## config.mk

```make
export PLATFORM = sky130hd
export DESIGN_NAME = sorted_display
export DESIGN_NICKNAME = d
export VERILOG_FILES = /design/src/rtl/sorted_display_pkg.sv /design/src/rtl/sorted_display_hex.sv /design/src/rtl/sorted_display.sv
export SDC_FILE = /design/constraint.sdc
export NUM_CORES = 1
export LEC_CHECK = 0
export CAP_MARGIN = 10
export CORE_MARGIN = 3
export CORE_UTILIZATION = 32
export CTS_CLUSTER_SIZE = 28
export DETAILED_ROUTE_END_ITERATION = 10
export GPL_TIMING_DRIVEN = 0
export MAX_ROUTING_LAYER = met4
export PLACE_DENSITY = 0.51
export SLEW_MARGIN = 20
export SYNTH_ARGS = -nofsm -noshare
export SYNTH_HDL_FRONTEND = slang
export SYNTH_HIERARCHICAL = 1
export SYNTH_SLANG_ARGS = --single-unit
```

## constraint.sdc

```tcl
create_clock -name clk -period 3.5 [get_ports clk]
set_input_delay 0.7 -clock clk [delete_from_list [all_inputs] [get_ports clk]]
set_output_delay 0.7 -clock clk [all_outputs]
set_load 0.02 [all_outputs]
```

## src/rtl/sorted_display_pkg.sv

```systemverilog
// ============================================================================
//  Module   : sorted_display_pkg
//  Brief    : Shared types and constants for the sorted-value display back end.
//  Revision : 1.0
// ============================================================================
`default_nettype none

package sorted_display_pkg;

   typedef enum logic [0:0] {
      IDLE = 1'b0,
      SCAN = 1'b1
   } state_t;

   localparam int         NUM_DIGITS = 4;
   localparam logic [6:0] SEG_BLANK  = 7'h7F;

   // Active-low glyphs, bit order {g,f,e,d,c,b,a}, indexed by hex value
   localparam logic [6:0] HEX_GLYPH [16] = '{
      7'h40, 7'h79, 7'h24, 7'h30, 7'h19, 7'h12, 7'h02, 7'h78,
      7'h00, 7'h10, 7'h08, 7'h03, 7'h46, 7'h21, 7'h06, 7'h0E
   };

endpackage

`default_nettype wire

```

## src/rtl/sorted_display_hex.sv

```systemverilog
// ============================================================================
//  Module   : hex_to_seg7
//  Brief    : Combinational 4-bit to active-low seven-segment glyph decoder.
//  Revision : 1.0
// ============================================================================
`default_nettype none

module hex_to_seg7
   import sorted_display_pkg::*;
(
   input  logic [3:0] hex,
   output logic [6:0] seg_n
);

   assign seg_n = HEX_GLYPH[hex];

endmodule

`default_nettype wire

```

## src/rtl/sorted_display.sv

```systemverilog
// ============================================================================
//  Module   : sorted_display
//  Brief    : Captures four sorted nibbles on a synchronised start_display edge
//             and scans them on a 4-digit common-anode seven-segment display.
//             Optional blinking is compiled in with SORTED_DISPLAY_BLINK_EN.
//  Revision : 1.0
// ============================================================================
`default_nettype none

module sorted_display
   import sorted_display_pkg::*;
#(
   parameter int REFRESH_DIV = 50000,
   parameter int BLINK_DIV   = 256
) (
   input  logic       clk,
   input  logic       rst,
   input  logic       start_display,
   input  logic [3:0] sorted_num0,
   input  logic [3:0] sorted_num1,
   input  logic [3:0] sorted_num2,
   input  logic [3:0] sorted_num3,
   output logic [3:0] an_n,
   output logic [6:0] seg_n,
   output logic       displaying
);

   localparam int               CNT_W      = $clog2(REFRESH_DIV);
   localparam logic [CNT_W-1:0] c_cnt_last = CNT_W'(REFRESH_DIV - 1);

   logic             r_s1, r_s2, r_s3;
   logic [1:0]       r_prime;
   state_t           r_state, w_state_nxt;
   logic [CNT_W-1:0] r_cnt, w_cnt_nxt;
   logic [1:0]       r_idx, w_idx_nxt;
   logic [3:0]       r_num_q   [NUM_DIGITS];
   logic [3:0]       w_num_nxt [NUM_DIGITS];
   logic             w_cap, w_slot_tick, w_lit_nxt;
   logic [3:0]       w_dec_in, w_an_nxt;
   logic [6:0]       w_seg_dec, w_seg_nxt;

   // Edge detection is held off until s3 holds a post-reset sample, so a flag
   // already high across reset release is not mistaken for a rising edge.
   assign w_cap       = r_s2 & ~r_s3 & (r_prime == 2'd3);
   assign w_slot_tick = (r_cnt == c_cnt_last);

   always_ff @(posedge clk or posedge rst) begin
      if (rst) begin
         r_s1    <= 1'b0;
         r_s2    <= 1'b0;
         r_s3    <= 1'b0;
         r_prime <= 2'd0;
      end else begin
         r_s1 <= start_display;
         r_s2 <= r_s1;
         r_s3 <= r_s2;
         if (r_prime != 2'd3)
            r_prime <= r_prime + 2'd1;
      end
   end

   always_comb begin
      w_state_nxt = r_state;
      w_cnt_nxt   = r_cnt;
      w_idx_nxt   = r_idx;
      w_num_nxt   = r_num_q;
      if (w_cap) begin
         w_state_nxt  = SCAN;
         w_cnt_nxt    = '0;
         w_idx_nxt    = 2'd0;
         w_num_nxt[0] = sorted_num0;
         w_num_nxt[1] = sorted_num1;
         w_num_nxt[2] = sorted_num2;
         w_num_nxt[3] = sorted_num3;
      end else if (r_state == SCAN) begin
         w_cnt_nxt = w_slot_tick ? '0 : r_cnt + CNT_W'(1);
         if (w_slot_tick)
            w_idx_nxt = r_idx + 2'd1;
      end
   end

`ifdef SORTED_DISPLAY_BLINK_EN
   localparam int               BLK_W      = (BLINK_DIV > 1) ? $clog2(BLINK_DIV) : 1;
   localparam logic [BLK_W-1:0] c_blk_last = BLK_W'(BLINK_DIV - 1);

   logic [BLK_W-1:0] r_blk_cnt, w_blk_cnt_nxt;
   logic             r_blink_on, w_blink_on_nxt;

   always_comb begin
      w_blk_cnt_nxt  = r_blk_cnt;
      w_blink_on_nxt = r_blink_on;
      if (w_cap) begin
         w_blk_cnt_nxt  = '0;
         w_blink_on_nxt = 1'b1;
      end else if (r_state == SCAN && w_slot_tick) begin
         if (r_blk_cnt == c_blk_last) begin
            w_blk_cnt_nxt  = '0;
            w_blink_on_nxt = ~r_blink_on;
         end else begin
            w_blk_cnt_nxt = r_blk_cnt + BLK_W'(1);
         end
      end
   end

   always_ff @(posedge clk or posedge rst) begin
      if (rst) begin
         r_blk_cnt  <= '0;
         r_blink_on <= 1'b0;
      end else begin
         r_blk_cnt  <= w_blk_cnt_nxt;
         r_blink_on <= w_blink_on_nxt;
      end
   end

   assign w_lit_nxt = w_blink_on_nxt;
`else
   assign w_lit_nxt = 1'b1;
`endif

   // Decode the digit that will be selected next cycle so the pins are
   // registered yet update in the same cycle as the capture or slot change.
   assign w_dec_in = w_num_nxt[w_idx_nxt];

   hex_to_seg7 u_hex_to_seg7 (
      .hex   (w_dec_in),
      .seg_n (w_seg_dec)
   );

   always_comb begin
      w_an_nxt  = 4'b1111;
      w_seg_nxt = SEG_BLANK;
      if (w_state_nxt == SCAN && w_lit_nxt) begin
         w_an_nxt  = ~(4'b0001 << w_idx_nxt);
         w_seg_nxt = w_seg_dec;
      end
   end

   always_ff @(posedge clk or posedge rst) begin
      if (rst) begin
         r_state    <= IDLE;
         r_cnt      <= '0;
         r_idx      <= 2'd0;
         for (int k = 0; k < NUM_DIGITS; k++)
            r_num_q[k] <= 4'd0;
         an_n       <= 4'b1111;
         seg_n      <= SEG_BLANK;
         displaying <= 1'b0;
      end else begin
         r_state    <= w_state_nxt;
         r_cnt      <= w_cnt_nxt;
         r_idx      <= w_idx_nxt;
         for (int k = 0; k < NUM_DIGITS; k++)
            r_num_q[k] <= w_num_nxt[k];
         an_n       <= w_an_nxt;
         seg_n      <= w_seg_nxt;
         displaying <= (w_state_nxt == SCAN);
      end
   end

endmodule

`default_nettype wire
```

Yosys cells after proc, flatten, opt, wreduce, memory -nomap -nowiden:

Memory sizes are Yosys's and may differ from the RTL's.
Index checks and enable logic that the tools add are counted.

* $lt $le $gt $ge: 2
* equal/unequal tests: 3
* muxes and demuxes: 15
* add/sub/neg operators: 3
* bitwise gates (word level): 6
* div/mod/pow operators: 0
* shift-type cells: 1
* reduce and logical (&&, ||, !) cells: 1
* multipliers: 0

Operators by type and width (count)
* 16-bit 2-to-1 mux: 4
* 7-bit 2-to-1 mux: 3
* 16-bit by 1-bit adder with 16-bit output (second input constant): 1
* 16-bit equality test (second input constant): 1
* 4-bit 2-to-1 mux: 3
* 4-bit binary-select mux with 2-bit select: 1
* 2-bit 2-to-1 mux: 3
* 5-bit greater-or-equal comparator (second input constant): 1
* 4-bit NOT with 5-bit output: 1
* 2-bit by 1-bit adder with 2-bit output (second input constant): 2
* 4-bit NOT: 1
* 1-bit by 2-bit left shift with 4-bit output (first input constant): 1
* 3-bit greater-or-equal comparator (second input constant): 1
* 2-bit NOT with 3-bit output: 1
* 1-bit AND: 2
* 2-bit equality test (second input constant): 1
* 2-bit inequality test (second input constant): 1
* 2-bit nonzero test: 1
* 1-bit 2-to-1 mux: 1
* 1-bit NOT: 1

* register bits: 51
* bits in latches: 0
* bits in read-only memories: 112
* memories kept: 1
* memory bits (writable): 0
* output and inout bits: 12

Memory list
* (name not given): words 16, bits a word 7, read ports 1, clocked after Yosys merged registers in 0, wr ports 0, RTL line sorted_display_hex.sv:15 `assign seg_n = HEX_GLYPH[hex];`

Longest topological paths before layout:

Gate-level depths: netlist of the first run.

* word-level depth: 13
* depth in mapped cells: 13

Modules after synthesis:

Netlist of the first run, hierarchy kept.

Modules (own cells, without submodules)
* sorted_display: times used 1, seq. area each 1290.0 um^2, cells each 241, area each 2449.8 um^2
* hex_to_seg7: times used 1, seq. area each 0.0 um^2, cells each 32, area each 275.3 um^2

Worst setup path before layout of the first run:

No wires, ideal clock.

* path type: reg2reg
* from: register r_prime[0]
* to: register seg_n[0]
* setup slack: 0.448 ns
* library setup time: 0.062 ns
* required time: 3.438 ns
* data arrival time: 2.990 ns
* clock period less this slack: 3.052 ns
* cell stages (with the launch flop): 13
* cell sequence: dfrtp_1 ha_1 nand3b_2 mux4_2 nand3_1 a31oi_1 a2111o_1 inv_1 ha_1 and2b_2 or3b_1 o21ai_0 nand2b_1

* word-level cells in the longest chain between the ends: 12
* elaborated cells on any way between the ends: 14
* classes of those cells: eq/ne (1); mux (9); bitwise (3); memory (1)

Ends and longest elaborated chain
* from (decl): RTL line sorted_display.sv:32 `logic [1:0] r_prime;`
* from (signal assigned): RTL line sorted_display.sv:58 `r_prime <= r_prime + 2'd1;`
* 2-bit equality test *: RTL line sorted_display.sv:44 `assign w_cap = r_s2 & ~r_s3 & (r_prime == 2'd3);`
* 1-bit AND *: RTL line sorted_display.sv:44
* 2-bit 2-to-1 mux: RTL line sorted_display.sv:67 `if (w_cap) begin`
* 2-bit NOT with 3-bit output (not written as such): RTL line sorted_display.sv:122 `assign w_dec_in = w_num_nxt[w_idx_nxt];`
* 4-bit binary-select mux with 2-bit select *: RTL line sorted_display.sv:122
* 4-bit 2-to-1 mux (not written as such) * (2 in a row): RTL line sorted_display.sv:122
* via w_dec_in[1]: RTL line sorted_display.sv:39 `logic [3:0] w_dec_in, w_an_nxt;`
* 4-bit NOT with 5-bit output (not written as such) *: RTL line sorted_display_hex.sv:15
* memory read 16 x 7 bit *
* 7-bit 2-to-1 mux (not written as such) * (2 in a row): RTL line sorted_display_hex.sv:15
* via w_seg_dec[0]: RTL line sorted_display.sv:40 `logic [6:0] w_seg_dec, w_seg_nxt;`
* 7-bit 2-to-1 mux *: RTL line sorted_display.sv:132 `if (w_state_nxt == SCAN && w_lit_nxt) begin`
* via w_seg_nxt[0]: RTL line sorted_display.sv:40
* to (signal assigned): RTL line sorted_display.sv:155 `seg_n <= w_seg_nxt;`
* to (decl): RTL line sorted_display.sv:24 `output logic [6:0] seg_n,`

The timed path passes the listed nets; every way through them passes the cells marked *. The select of a mux whose other input is x is not followed.
A chain may end at the register's enable or synchronous reset.

Final worst setup path of the first run:

Ends and elaborated chain as after synthesis.

==> impl_metrics.toml, run 1 <==
[global_routing]
overflow = 0
grt_max_degree = 52
track_usage_pct = 13.4
grt_pass1_wl_mm = 10.1
grt_pass1_vias = 2015
antenna_found_initial = 0

[power]
p_leak_nw = 1.43
p_per_area_mw_per_mm2 = 413
vdd_drop_max_uv = 154

[final_layout]
regArea_mm2 = 0.00129
final_nets = 339
final_area_mm2 = 0.00327
layout_commonest_cell = "nand2_1"
multiInputGateArea_mm2 = 0.00134
mostFrequentLayoutCells = "nand2_1, dfrtp_1, clkdlybuf4s50_1"
drive_gt1_share_pct = 13.5
antennaDiodeCount = 0
area_growth_pct = 20.2
fillers = 840

[sta]
whs_ns = 0.356
finalSetupViolations = 0
finalClockSkew_ns = 0.0102
period_share_pct = 94.1
rsz0062_at_grt = "false"
period_needed_ns = 3.29
max-slew-margin-rel_pct = 57.5
slew_violations = 0
hold_viol = 0
setup-tns-final_ns = 0
tightestPinTransition_ns = 0.638
fmax_mhz = 304

[run_status]
status = "complete, no violations"

[die]
core_mm2 = 0.00826
die-area_mm2 = 0.00966
rows = 33
die_h_um = 98.3
start_util_pct = 33.0
ioPinCount = 31
dieWidth_um = 98.3

[detailed_routing]
dr.pass1.iters = 4
routed_wl_mm = 6.04
drc_errors = 0
num_vias = 2084
postRouteAntennaNets = 0
first_iter_violations = 122
routedWlPerCell_um = 14.5
viasPerCell = 5.00

[worst_setup_path]
cp.arrival_ns = 3.55
cpMostUsedCell = "ha_1"
worst-setup-path-type = "register to register"
crit_chain = "ha_1, nand3b_4, mux4_2, nand3_1, a31oi_1, a2111o_1, inv_2, ha_1, and2b_2, or3b_1, o21ai_0, nand2b_1"
max_stage_delay_ns = 0.56
cpLargestDelayFamily = "simple AND/OR/NAND/NOR gates"
path_buf_inv = 1
cp_max_fo = 7
critPathSlowestCell = "mux4_2"
critPathLaunchType = "register"
cp-end-kind = "register"
required_ns = 3.76

[cts]
path_clk_slew_ns = 0.10
cts_buffer_depth = 2
cts_buffers = 5
cts_tree = "yes"
h-tree-depth = 2
cts-hold-fix-buffers = 0
cts_sinks = 51
cts_root_buf = "clkbuf_8"
insertion_delay_ns = 0.31

[yosys]
ys_ff_latch = 51
synth-seq-area-share_pct = 47.3
synth_flop_cell = "dfrtp_1"
synth_cells = 273
synth-edff-count = 0
synth_area_mm2 = 0.00273
async_flop_share_pct = 100
synth.net_count = 301
ys_types = 45
synth.avg_cell_area_um2 = 9.98
yosysWarnings = 6

[placed_design]
dpl.hpwl_mm = 4.36
place_congestion = 0.787
placement.cell_area_mm2 = 0.00316
port_buffers = 30

[flow_run]
cap_violations = 0

[worst_hold_path]
min_path_type = "register to register"
## registers in the layout, indices dropped and copies added (netlist names)
| register | cells |
|---|---|
| an_n | 4 |
| r_cnt | 16 |
| r_idx | 2 |
| r_num_q | 16 |
| r_prime | 2 |
| r_s1 | 1 |
| r_s2 | 1 |
| r_s3 | 1 |
| r_state | 1 |
| seg_n | 7 |
## through the flow
stage          setup slack, ns  power [W]  std cells  util, %
6_report                 0.206    0.00135        417     39.7
3_3_place_gp           -0.0607   0.000988        408     38.2
5_1_grt                0.00318    0.00143        417     39.7
4_1_cts                 0.0485    0.00136        416     39.5
3_5_place_dp           -0.0858   0.000994        408     38.3
2_1_floorplan            0.448   0.000890        273        -
## cells in the mapped netlist (2+ instances only)
cell type / instances / area (µm²)
nand2_1: 50 / 188
dfrtp_1: 40 / 1000
nor2_1: 19 / 71.3
nand3_1: 13 / 65.1
dfstp_2: 11 / 289
nand4_1: 11 / 68.8
ha_1: 9 / 113
nand2b_1: 9 / 56.3
o21ai_0: 9 / 45.0
a21oi_1: 8 / 40.0
inv_1: 8 / 30.0
clkbuf_1: 7 / 26.3
or3_1: 6 / 37.5
xnor2_1: 6 / 52.6
xor2_1: 6 / 52.6
buf_2: 5 / 25.0
a21boi_1: 4 / 30.0
and2_1: 4 / 25.0
and4_1: 4 / 35.0
mux2i_1: 4 / 40.0
a2111o_1: 3 / 33.8
a21o_1: 3 / 22.5
a31oi_1: 3 / 18.8
mux2_2: 3 / 33.8
mux4_2: 3 / 67.6
a22o_1: 2 / 17.5
and4bb_2: 2 / 25.0
buf_6: 2 / 22.5
nand3b_1: 2 / 15.0
nor3_1: 2 / 10.0
## metal layers
metal	part of all wire, %	track usage [%]
met1	48	17.9
met2	48	21.0
met3	2.8	2.57
met4	1.1	3.47
met5	0	-
## final cells by class
class                   count  share of cell area, %
inverters                   8                  0.994
clock buffers               6                   2.52
plain buffers              14                   2.25
repair buffers             31                   9.40
flip-flops and latches     51                   39.4
clock inverters             2                  0.497
well taps                 105                   4.01
multi-input cells         200                   40.9
## cells by family (layout without fill, tap and decap cells)
family / Yosys count / count (layout) / synth area share [%]
simple gates: 132 / 132 / 25.8
compound gates: 36 / 36 / 8.95
flops: 51 / 51 / 47.3
fa+ha+maj: 9 / 9 / 4.13
xor+xnor: 12 / 12 / 3.86
buf+inv: 22 / 61 / 3.81
mux: 11 / 11 / 6.15
## power by group
part           internal (W)  total [W]  switching (W)
clock network      0.000162   0.000369       0.000207
registers          0.000661   0.000698      0.0000367
logic              0.000140   0.000285       0.000145
## final timing paths
check	slack (ns)	cells after the start	from	end
worst max-delay path	0.21	12	r_prime[0]$_DFFE_PP0P_	seg_n[0]$_DFF_PP1_
worst min-delay path	0.36	0	r_s1$_DFF_PP0_	r_s2$_DFF_PP0_
worst max register to register	0.21	12	r_prime[0]$_DFFE_PP0P_	seg_n[0]$_DFF_PP1_
worst min register to register	0.36	0	r_s1$_DFF_PP0_	r_s2$_DFF_PP0_
max in group asynchronous	2.25	2	rst	r_num_q[7]$_DFF_PP0_
min in group asynchronous	0.83	2	rst	r_cnt[14]$_DFFE_PP0N_
## timing repair
item	CTS	global route
setup endpoints to repair	0	3
resized for setup	0	2
hold endpoints to repair	0	0
setup buffers	0	1
Note: power is estimated with default switching activity, not from simulation.
==> inputs of run 2 (changes only) <==
ABC_AREA = 1   (was not set)
==> impl_metrics.toml, run 2 <==
[yosys]
synth_area_mm2 = 0.00271
netlist.area_leader.share_pct = 37.0
synth.avg_cell_area_um2 = 8.13
synth-edff-count = 0
synth_top_area_cell = "dfrtp_1"
synth-seq-area-share_pct = 47.6
yosysMostFrequentCell = "nand2_1"
ys_ff_latch = 51
async_flop_share_pct = 100
synth_flop_cell = "dfrtp_1"
ys_types = 33
yosysWarnings = 6
synth.net_count = 361
synth_common_cells = "nand2_1, dfrtp_1, nand3_1"
synth_cells = 333
ys_top_cells_by_area = "dfrtp_1, nand2_1, dfstp_2"

[cts]
insertion_delay_ns = 0.31
cts_buffers = 5
cts_tree = "yes"
cts_buffer_depth = 2
cts-resized-gates = 0
h-tree-depth = 2
path_clk_slew_ns = 0.10
cts_root_buf = "clkbuf_8"
cts-hold-fix-buffers = 0
cts_sinks = 51
post_cts_buffers = 0

[die]
dieWidth_um = 98.0
ioPinCount = 31
core_mm2 = 0.00797
die-area_mm2 = 0.00960
start_util_pct = 34.0
die_h_um = 98.0
rows = 32

[placed_design]
place_congestion = 0.789
pre_cts_ws_ns = 0.673
dp_cells = 465
dpl.hpwl_mm = 4.03
port_buffers = 30

[worst_setup_path]
regToRegStartpoint = "r_prime[0]$_DFFE_PP0P_"
cp_max_fo = 10
cp-end-kind = "register"
startpoint = "r_prime[0]$_DFFE_PP0P_"
worst-setup-path-type = "register to register"
cp.arrival_ns = 3.09
critPathLaunchType = "register"
required_ns = 3.74

[detailed_routing]
wl_met3_um = 206
highest_layer = "met4"
routed_wl_mm = 5.60
postRouteAntennaNets = 0
routedWlPerCell_um = 11.8
drc_errors = 0
first_iter_violations = 61
wl_met1_mm = 2.90
num_vias = 2151
viasPerCell = 4.55
dr.pass1.iters = 4
dr_wl_met2_mm = 2.43

[global_routing]
grt_pass1_wl_mm = 10.1
grt_pass1_vias = 2163
overflow = 0
antenna_found_initial = 0
track_usage_pct = 13.2
grt_max_degree = 52

[sta]
finalClockSkew_ns = 0.00767
fmax_mhz = 351
slew_violations = 0
setup-tns-final_ns = 0
tightestPinTransition_ns = 0.635
max-slew-margin-rel_pct = 57.7
finalSetupViolations = 0
period_needed_ns = 2.85
hold_viol = 0
period_share_pct = 81.5
timing.final.ws_setup_ns = 0.647
rsz0062_at_grt = "false"

[final_layout]
antennaDiodeCount = 0
reg_top3 = "r_cnt (16), r_num_q (16), seg_n (7)"
multiInputGateArea_mm2 = 0.00124
final_cells = 473
drive_gt1_share_pct = 15.6
final_nets = 398
fillers = 841
post-route-util_pct = 40.5
layout_commonest_cell = "nand2_1"
regArea_mm2 = 0.00129
mostFrequentLayoutCells = "nand2_1, dfrtp_1, clkdlybuf4s50_1"
area_growth_pct = 19.2

[run_status]
status = "complete, no violations"

[power]
p_per_area_mw_per_mm2 = 416
p_leak_nw = 1.57
power_w = 0.00134
vdd_drop_max_uv = 173

[worst_hold_path]
min_path_type = "register to register"
min_from = "r_s1$_DFF_PP0_"

[flow_run]
cap_violations = 0
run 2: cell types whose count changed in the layout (fill, tap and decap cells not counted), sizes merged, moves of 5 or more:
cell	previous run	this run
inv	8	29
nand2	50	126
nor2	19	28
o21ai	9	14
xnor2	6	1
nand2b	9	0
or2	1	7
clkbuf	13	8
or3	6	0
nand3	13	29
run 2: worst paths after layout:
path	to	slack, ns	cells after the start
worst max-delay path	seg_n[0]$_DFF_PP1_	0.65	17
worst min register to register	r_s2$_DFF_PP0_	0.36	0
worst min-delay path	r_s2$_DFF_PP0_	0.36	0
worst max register to register	seg_n[0]$_DFF_PP1_	0.65	17
max in group asynchronous	r_cnt[1]$_DFFE_PP0N_	2.24	2
min in group asynchronous	r_cnt[6]$_DFFE_PP0N_	0.82	2
run 2: area by class of cell:
| type | instances | area share (%) |
|---|---|---|
| Clock inverter | 2 | 0.504 |
| Tap cell | 102 | 3.96 |
| Timing Repair Buffer | 30 | 9.31 |
| Buffer | 10 | 2.06 |
| Sequential cell | 51 | 40.0 |
| Inverter | 29 | 3.49 |
| Multi-Input combinational cell | 243 | 38.5 |
| Clock buffer | 6 | 2.25 |
run 2: cell families after synthesis:
kind of cell    Yosys count  synth area share [%]
compound gates           23                  4.85
fa+ha+maj                 9                  4.16
buf+inv                  39                  6.52
mux                       1                 0.416
simple gates            207                  35.4
flops                    51                  47.6
xor+xnor                  3                 0.971
run 2: per-stage QoR:
step / cell area (µm²) / hold slack [ns]
floorplan: 2710 / 0.331
global placement: 3140 / 0.332
detailed placement: 3140 / 0.336
CTS: 3230 / 0.360
global route: 3230 / 0.370
finish: 3230 / 0.357
run 2: power by group:
group          switching [W]  leakage, nW  total (W)  internal, W
clock               0.000215       0.0418   0.000359     0.000144
combinational       0.000160        0.906   0.000285     0.000125
sequential         0.0000338        0.619   0.000697     0.000663
run 2: layer usage:
metal | GRT usage (%) | up-vias
met5 | - | -
met4 | 3.09 | 0
met3 | 3.29 | 6
met2 | 20.4 | 31
met1 | 17.5 | 982
li1 | - | 1132
run 2: worst max-delay path, stage by stage (launching register included):
cell     delay [ns]
dfrtp_1        0.40
ha_1           0.25
nand2_2        0.12
nor2_8         0.06
inv_2          0.08
buf_2          0.22
buf_2          0.25
nand4_1        0.13
nand2_1        0.09
nand2_1        0.05
nand2_1        0.18
inv_1          0.15
ha_1           0.21
inv_1          0.09
nand2_1        0.08
nand3_1        0.07
nand2_1        0.05
or2_2          0.28
